### src/rtl/rmii_tx_framer.sv
// rmii_tx_framer: RMII 100 Mb/s transmit framer. Takes MAC frame bytes (DA..payload)
// and emits preamble/SFD, payload, optional zero padding, FCS, then holds the inter-packet gap.
// Ports: clk/reset_n (sync, active-low); s_data/s_valid/s_last/s_ready byte stream in;
// txd/tx_en registered RMII pins; busy, underrun and frame_done status pulses.
// Latency: accept in IDLE at T -> first preamble dibit at T+1, SFD at T+32, data at T+33.
// Backpressure: s_ready is combinational from state/dibit counter only; one byte per 4 clocks.
// Optional feature: define RMII_TX_PAD_EN to pad frames shorter than MIN_BYTES with 0x00.

// crc_gen: right-shifting CRC-32 (0xEDB88320), two input bits per clock, bit 0 first.
// crc_out is the inverted CRC of everything fed so far including the current data_in.
module crc_gen (
  input  logic        clk,
  input  logic        reset_n,
  input  logic        crc_en,
  input  logic [1:0]  data_in,
  output logic [31:0] crc_out
);
  logic [31:0] crc_q, crc_d;

  always_comb begin
    crc_d = crc_q;
    if (crc_en) begin
      for (int i = 0; i < 2; i++) begin
        crc_d = (crc_d >> 1) ^ (((crc_d[0] ^ data_in[i]) != 1'b0) ? 32'hEDB88320 : 32'h0);
      end
    end
  end

  assign crc_out = ~crc_d;

  always_ff @(posedge clk) begin
    if (!reset_n) crc_q <= 32'hFFFFFFFF;
    else          crc_q <= crc_d;
  end
endmodule

module rmii_tx_framer #(
  parameter int MIN_BYTES  = 60,
  parameter int IPG_CYCLES = 48
) (
  input  logic       clk,
  input  logic       reset_n,
  input  logic [7:0] s_data,
  input  logic       s_valid,
  input  logic       s_last,
  output logic       s_ready,
  output logic [1:0] txd,
  output logic       tx_en,
  output logic       busy,
  output logic       underrun,
  output logic       frame_done
);
  localparam int IW = $clog2(IPG_CYCLES + 1);
`ifdef RMII_TX_PAD_EN
  localparam bit PAD_EN = 1'b1;
`else
  localparam bit PAD_EN = 1'b0;
`endif

  typedef enum logic [2:0] {IDLE, PRE, DATA, PAD, FCS, DRAIN, IPG} state_t;

  // All *_q registers describe what is on the pins this cycle; *_d is what loads next.
  state_t        state_q, state_d;
  logic [4:0]    dib_q, dib_d;
  logic [7:0]    byte_q, byte_d;
  logic          last_q, last_d;
  logic [10:0]   cnt_q, cnt_d;
  logic [IW-1:0] ipg_q, ipg_d;
  logic [31:0]   fcs_q;
  logic [1:0]    txd_q, txd_d;
  logic          tx_en_q, tx_en_d;
  logic          underrun_q, underrun_d;
  logic          frame_done_q, frame_done_d;

  logic [4:0]    dib_inc;
  logic [10:0]   cnt_inc;
  logic          pad_needed;
  logic          crc_en, crc_clr, crc_rst_n;
  logic [31:0]   crc_out;

  function automatic logic [1:0] dibit8(input logic [7:0] b, input logic [1:0] i);
    return b[{i, 1'b0} +: 2];
  endfunction

  function automatic logic [1:0] dibit32(input logic [31:0] w, input logic [3:0] i);
    return w[{i, 1'b0} +: 2];
  endfunction

  assign dib_inc    = dib_q + 5'd1;
  assign cnt_inc    = (cnt_q == 11'h7FF) ? cnt_q : cnt_q + 11'd1;
  assign pad_needed = PAD_EN && (cnt_q < 11'(MIN_BYTES));

  always_comb begin
    s_ready = 1'b0;
    if (reset_n) begin
      case (state_q)
        IDLE:    s_ready = 1'b1;
        DATA:    s_ready = (dib_q == 5'd3) && !last_q;
        DRAIN:   s_ready = 1'b1;
        default: s_ready = 1'b0;
      endcase
    end
  end

  always_comb begin
    state_d      = state_q;
    dib_d        = dib_q;
    byte_d       = byte_q;
    last_d       = last_q;
    cnt_d        = cnt_q;
    ipg_d        = ipg_q;
    txd_d        = 2'b00;
    tx_en_d      = 1'b0;
    underrun_d   = 1'b0;
    frame_done_d = 1'b0;
    case (state_q)
      IDLE: begin
        if (s_valid && s_ready) begin
          byte_d  = s_data;
          last_d  = s_last;
          state_d = PRE;
          dib_d   = 5'd0;
          txd_d   = 2'b01;
          tx_en_d = 1'b1;
        end
      end
      PRE: begin
        tx_en_d = 1'b1;
        if (dib_q == 5'd31) begin
          state_d = DATA;
          dib_d   = 5'd0;
          cnt_d   = 11'd1;
          txd_d   = dibit8(byte_q, 2'd0);
        end else begin
          dib_d = dib_inc;
          txd_d = (dib_q == 5'd30) ? 2'b11 : 2'b01;
        end
      end
      DATA, PAD: begin
        tx_en_d = 1'b1;
        if (dib_q != 5'd3) begin
          dib_d = dib_inc;
          txd_d = dibit8(byte_q, dib_inc[1:0]);
        end else if (state_q == DATA && !last_q) begin
          if (s_valid) begin
            byte_d = s_data;
            last_d = s_last;
            dib_d  = 5'd0;
            cnt_d  = cnt_inc;
            txd_d  = dibit8(s_data, 2'd0);
          end else begin
            // Ready is only offered before s_last is seen, so an underrun
            // always leaves the rest of the frame to be discarded.
            tx_en_d    = 1'b0;
            underrun_d = 1'b1;
            state_d    = DRAIN;
          end
        end else if (pad_needed) begin
          state_d = PAD;
          byte_d  = 8'h00;
          dib_d   = 5'd0;
          cnt_d   = cnt_inc;
        end else begin
          state_d = FCS;
          dib_d   = 5'd0;
          txd_d   = dibit32(fcs_q, 4'd0);
        end
      end
      FCS: begin
        if (dib_q == 5'd15) begin
          state_d = IPG;
          ipg_d   = IW'(IPG_CYCLES - 1);
        end else begin
          tx_en_d      = 1'b1;
          dib_d        = dib_inc;
          txd_d        = dibit32(fcs_q, dib_inc[3:0]);
          frame_done_d = (dib_q == 5'd14);
        end
      end
      DRAIN: begin
        if (s_valid && s_last) begin
          state_d = IPG;
          ipg_d   = IW'(IPG_CYCLES - 1);
        end
      end
      IPG: begin
        // The IDLE cycle that accepts the next byte is itself the last gap
        // cycle, so the gap state lasts one clock less than IPG_CYCLES.
        if (ipg_q <= IW'(1)) state_d = IDLE;
        else                 ipg_d   = ipg_q - IW'(1);
      end
      default: state_d = IDLE;
    endcase
  end

  // CRC sees exactly the dibits entering txd during DATA/PAD; it is held in
  // its initial value while preamble dibits are being loaded.
  assign crc_en    = (state_d == DATA) || (state_d == PAD);
  assign crc_clr   = (state_d == PRE);
  assign crc_rst_n = reset_n & ~crc_clr;

  crc_gen u_crc (
    .clk     (clk),
    .reset_n (crc_rst_n),
    .crc_en  (crc_en),
    .data_in (txd_d),
    .crc_out (crc_out)
  );

  always_ff @(posedge clk) begin
    if (!reset_n) begin
      state_q      <= IDLE;
      dib_q        <= 5'd0;
      byte_q       <= 8'h00;
      last_q       <= 1'b0;
      cnt_q        <= 11'd0;
      ipg_q        <= '0;
      fcs_q        <= 32'h0;
      txd_q        <= 2'b00;
      tx_en_q      <= 1'b0;
      underrun_q   <= 1'b0;
      frame_done_q <= 1'b0;
    end else begin
      state_q      <= state_d;
      dib_q        <= dib_d;
      byte_q       <= byte_d;
      last_q       <= last_d;
      cnt_q        <= cnt_d;
      ipg_q        <= ipg_d;
      txd_q        <= txd_d;
      tx_en_q      <= tx_en_d;
      underrun_q   <= underrun_d;
      frame_done_q <= frame_done_d;
      // Captured on every fed dibit; the value left after the final
      // DATA/PAD dibit is the frame's FCS.
      if (crc_en) fcs_q <= crc_out;
    end
  end

  assign txd        = txd_q;
  assign tx_en      = tx_en_q;
  assign busy       = (state_q != IDLE);
  assign underrun   = underrun_q;
  assign frame_done = frame_done_q;
endmodule
### config.mk
export PLATFORM = sky130hd
export DESIGN_NAME = rmii_tx_framer
export DESIGN_NICKNAME = d
export VERILOG_FILES = /design/src/rtl/rmii_tx_framer.sv
export SDC_FILE = /design/constraint.sdc
export NUM_CORES = 1
export LEC_CHECK = 0
export ABC_AREA = 1
export BUFFER_PORTS_ARGS = -buffer_cell sky130_fd_sc_hd__buf_2
export CORE_MARGIN = 4
export CORE_UTILIZATION = 45
export DETAILED_ROUTE_END_ITERATION = 12
export PLACE_DENSITY = 0.74
export SLEW_MARGIN = 20
export SYNTH_ARGS = -nofsm -noshare
export SYNTH_HDL_FRONTEND = slang
export SYNTH_SLANG_ARGS = --single-unit
### constraint.sdc
create_clock -name clk -period 2.15 [get_ports clk]
set_clock_uncertainty 0.05 [all_clocks]
set_input_delay 0.43 -clock clk [delete_from_list [all_inputs] [get_ports clk]]
set_output_delay 0.43 -clock clk [all_outputs]
set_load 0.01 [all_outputs]
**Word-level counts from Yosys, hierarchy flattened**

Cells that the tools add are included.

- Bits in registers: 92
- Input bits: 12
- Output and inout bits: 7
- Word-level logic and storage cells: 119

- $add $sub $neg: 2
- Order comparisons: 1
- Equal/unequal tests: 24
- Shift-type cells: 2
- Multiplexer cells: 50
- Bitwise operators: 11
- Reductions and logical operators: 18

Operators with widths:

| operator | number |
|---|---|
| 32-bit 2-to-1 mux | 3 |
| 31-bit by 32-bit XOR with 32-bit output | 2 |
| 8-bit 2-to-1 mux | 4 |
| 32-bit inverter | 1 |
| 32-bit by 6-bit indexed part select with 2-bit output | 1 |
| 5-bit 2-to-1 mux | 6 |
| 3-bit 2-to-1 mux | 8 |
| 5-bit case mux with 4 select lines | 1 |
| 6-bit 2-to-1 mux | 3 |
| 3-bit case mux with 6 select lines | 1 |
| 6-bit case mux with 3 select lines | 1 |
| 2-bit inequality test (second input constant) | 8 |
| 8-bit case mux with 2 select lines | 1 |
| 3-bit by 2-bit equality test with 1-bit output (second input constant) | 4 |
| 1-bit 2-to-1 mux | 12 |
| 2-bit 2-to-1 mux | 6 |
| 5-bit by 4-bit equality test with 1-bit output (second input constant) | 2 |
| 5-bit equality test (second input constant) | 2 |
| 3-bit equality test (second input constant) | 3 |
| 2-bit case mux with 4 select lines | 1 |
| 4-bit AND reduction | 2 |
| 8-bit by 4-bit indexed part select with 2-bit output | 1 |
| 3-bit by 1-bit equality test with 1-bit output (second input constant) | 2 |
| 6-bit by 1-bit <= comparator with 1-bit output (second input constant) | 1 |
| other kinds (21) | 32 |

**Longest topological paths before layout**

- Word-level depth: 15
- Gate-level depth with buffers: 20
- Gate-level depth less buffers: 18

**Modules after synthesis**

Synthesis repeated with hierarchy kept, for this count alone.

- Cells, all modules: 852
- Area, all modules: 5417.7 um2

Modules (own cells, without submodules):

| module | times used | cells each | area an instance (um2) | seq. area each (um2) |
|---|---|---|---|---|
| rmii_tx_framer | 1 | 576 | 3652.3 | 1201.2 |
| crc_gen | 1 | 276 | 1765.4 | 640.6 |

**Worst setup path before layout**

OpenSTA, ideal clock, no wires.

- Path kind: register to register
- From: register dib_q[0]
- To: register (tool-made name)
- Library setup time: 0.126 ns
- Data arrival time: 2.178 ns
- Required time: 1.974 ns
- Slack: -0.203 ns
- Stages on the path, launching flop included: 20
- Path buffers: 3
- Clock period less this slack: 2.353 ns
- Path through: dfxtp_1 inv_2 buf_2 ha_1 buf_2 nor2_1 o21ai_0 nand3_1 nand3_1 nand2_1 nand2_1 nand2_1 nand2_1 nand2_2 inv_2 buf_6 nand2_1 nand3_1 o21ai_1 nand2_1

RTL lines:

| what | line | text |
|---|---|---|
| from (decl) | 64 | `logic [4:0] dib_q, dib_d;` |
| from (signal assigned) | 225 | `dib_q <= dib_d;` |

==> reports/results.ini <==
[run_status]
status = finished with violations
violations = setup timing

[setup_path]
worstSetupEndpointType = register
cp.required_ns = 2.35
cp_data_arrival_time_ns = 2.54
worstPathMaxFanout = 5
start_kind = register
path_class = register to register

[logic_synthesis]
netlist_instances = 643
synth_ff_type = dfxtp_1
synth-edff-count = 0
synth_most_common_cell = nand2_1
synth.top_cells.by_count = nand2_1 (166), dfxtp_1 (92), nand3_1 (70)
ys_async_sr_fraction_pct = 0
synth.net_count = 661
synth_top_area_share_pct = 40.76
seq_area_frac_synth_pct = 40.76
syn-cell-area_mm2 = 0.004518
synth_top_cell_by_area = dfxtp_1
synth_area_per_cell_um2 = 7.027
synthTopCellsByArea = dfxtp_1 (41%), nand2_1 (14%), nand3_1 (7.8%), a21oi_1 (6.3%), inv_1 (4.9%)
synth-seq-cells = 92
synthDistinctLibCells = 45
yosys_warnings = 0

[clock_tree]
htreeDepth = 3
clock_latency_ns = 0.37
tritoncts = yes
clkSinkCount = 92
cts_hold_buf = 0
path_clk_slew_ns = 0.09
cts.path.max_buffers = 2
cts_made_buffers = 9
cts_root_buf = clkbuf_8

[global_route]
grt_most_used_layer = met2
antenna_found_initial = 0
grt_pass1_wl_mm = 20.06
grt_max_degree = 33
grtUsageMet2_pct = 36.94
grt.total_usage_pct = 21.25
use_met1_pct = 25.37
grt_pass1_vias = 4405
grt_use_met3_pct = 4.179
overflow = 0

[pwr]
p_seq_share_pct = 50.1
power_per_cell_area_mw_per_mm2 = 580.7
p_clk_share_pct = 32.2
internal_power_mw = 2.508
power_leakage_nw = 2.538
ir_drop_mv = 0.3044
switching_share_pct = 28.49
pwr-share-comb_pct = 17.6
power_switching_uw = 999.4
p_total_mw = 3.507

[finish]
final_cell_count_no_fill = 837
diodes = 0
synthToLayoutAreaGrowth_pct = 33.67
fin_nets = 718
layout-drive-gt1-share_pct = 34.80

[sta]
finalCritPeriodShare_pct = 108.6
drv_slew = 0
tightest_slew_ns = 0.4482
fmax_mhz = 428.4
hold_viol_final = 0
period_minus_slack_ns = 2.334
worst_slack_ns = -0.1845
finalSetupViolCount = 47
relSlewSlack_pct = 69.85
rsz0062_at_grt = true
hold_slack_ns = 0.2946

[routing]
wire_per_inst_um = 15.49
routed_wl_mm = 12.96
dr_total_vias = 4544
vias_per_cell = 5.429
drcViolationCount = 0
drt_iter0_markers = 329
ant_nets = 0
dr.pass1.iters = 5

[placed_design]
place.gp.congestion = 0.8777
dp.cells = 808
io_buffers = 18
post-dp-hpwl_mm = 7.760

[floorplan]
initial_core_util_pct = 46.22
die_h_um = 108.2
core_mm2 = 0.009774
die_width_um = 108.2
num_rows = 36
ioPinCount = 19
dieArea_mm2 = 0.01171

[run]
cap_violations = 0

[hold_path]
hp-class = primary input to register

[worst paths after layout]
check	from	endpoint	slack [ns]	depth (start not counted)
setup / recovery	dib_q[0]$_SDFFE_PN0P_	register	-0.18	18
hold / removal	s_data[5]	byte_q[5]$_SDFFE_PN0P_	0.29	3
setup reg to reg	dib_q[0]$_SDFFE_PN0P_	register	-0.18	18
hold reg to reg	byte_q[2]$_SDFFE_PN0P_	byte_q[2]$_SDFFE_PN0P_	0.41	2
[cell usage in the layout, fill, tap and decap left out, types with 3 or more instances in the layout]
cell type	n
nor2_2	8
or2_1	5
clkbuf_8	9
nor3_2	4
inv_1	56
nor2_1	27
nor2_4	3
nand3_2	36
nand2_2	25
or2_4	3
nand2_1	143
buf_2	18
xnor2_2	7
clkinv_1	3
nand2_4	3
a21oi_1	38
buf_4	38
o211ai_1	3
buf_6	12
o21ai_0	24
dfxtp_1	88
o21ai_2	5
a21oi_2	19
nand3_4	8
nand3_1	28
inv_2	11
nand2_8	3
o21ai_1	25
buf_12	4
ha_4	4
[metal layers]
layer	up-vias	wire length (um)
met5	-	0
met3	40	601
met1	2153	5361
met4	0	397
li1	2196	-
met2	155	6602
[cells by family after synthesis]
| logic type | share of synthesized area (%) |
|---|---|
| DFF | 40.76 |
| xor gates and xnor gates | 2.133 |
| buffers and inverters | 9.609 |
| AOI/OAI and AO/OA | 14.35 |
| and+or+nand+nor | 31.49 |
| adders and majority gates | 1.662 |
[worst max-delay path: stages (launching register included)]
cell and delay, ns:
dfxtp_4 0.39, ha_4 0.17, nand2_2 0.07, nor2_4 0.12
ha_4 0.14, inv_2 0.05, nand4_1 0.15, inv_2 0.06
a21oi_2 0.11, nand2_1 0.09, inv_2 0.10, nand2_2 0.08
nand2_4 0.10, nand2_8 0.09, buf_8 0.15, nand2_2 0.06
nand3_2 0.07, o21ai_1 0.10, nand2_1 0.08
[final cells by class]
cell class	count	area, um^2
multi-input cells	448	2898
fillers	818	3735
well taps	133	166.4
clock buffers	11	131.4
clock inverters	4	51.30
flip-flops and latches	92	1852
repair buffers	75	645.6
inverters	74	295.3
[power by group through the flow]
stage / logic, mW / registers, mW / clock network [mW]
2_1_floorplan: 0.299 / 1.79 / 0
3_3_place_gp: 0.454 / 1.79 / 0
3_5_place_dp: 0.462 / 1.79 / 0
4_1_cts: 0.539 / 1.76 / 1.15
5_1_grt: 0.668 / 1.76 / 1.21
6_report: 0.618 / 1.76 / 1.13
[timing repair]
action	CTS	global route
endpoints found under the setup margin	52	67
pin swaps	23	31
gates resized for setup	73	101
hold endpoints to repair	0	0
cloned	2	1
setup buffers	8	5
[per-stage QoR]
step	area, um^2	setup slack [ns]	TNS [ns]	util (%)
floorplan	4561	0.004598	0	-
detailed placement	5026	-0.1943	-5.102	51.42
global route	6040	-0.3134	-11.74	61.79
CTS	5618	-0.07973	-1.677	57.48
global placement	5026	-0.09347	-1.916	51.42
finish	6040	-0.1845	-4.141	61.79
Power figures use the tool's default switching activity.
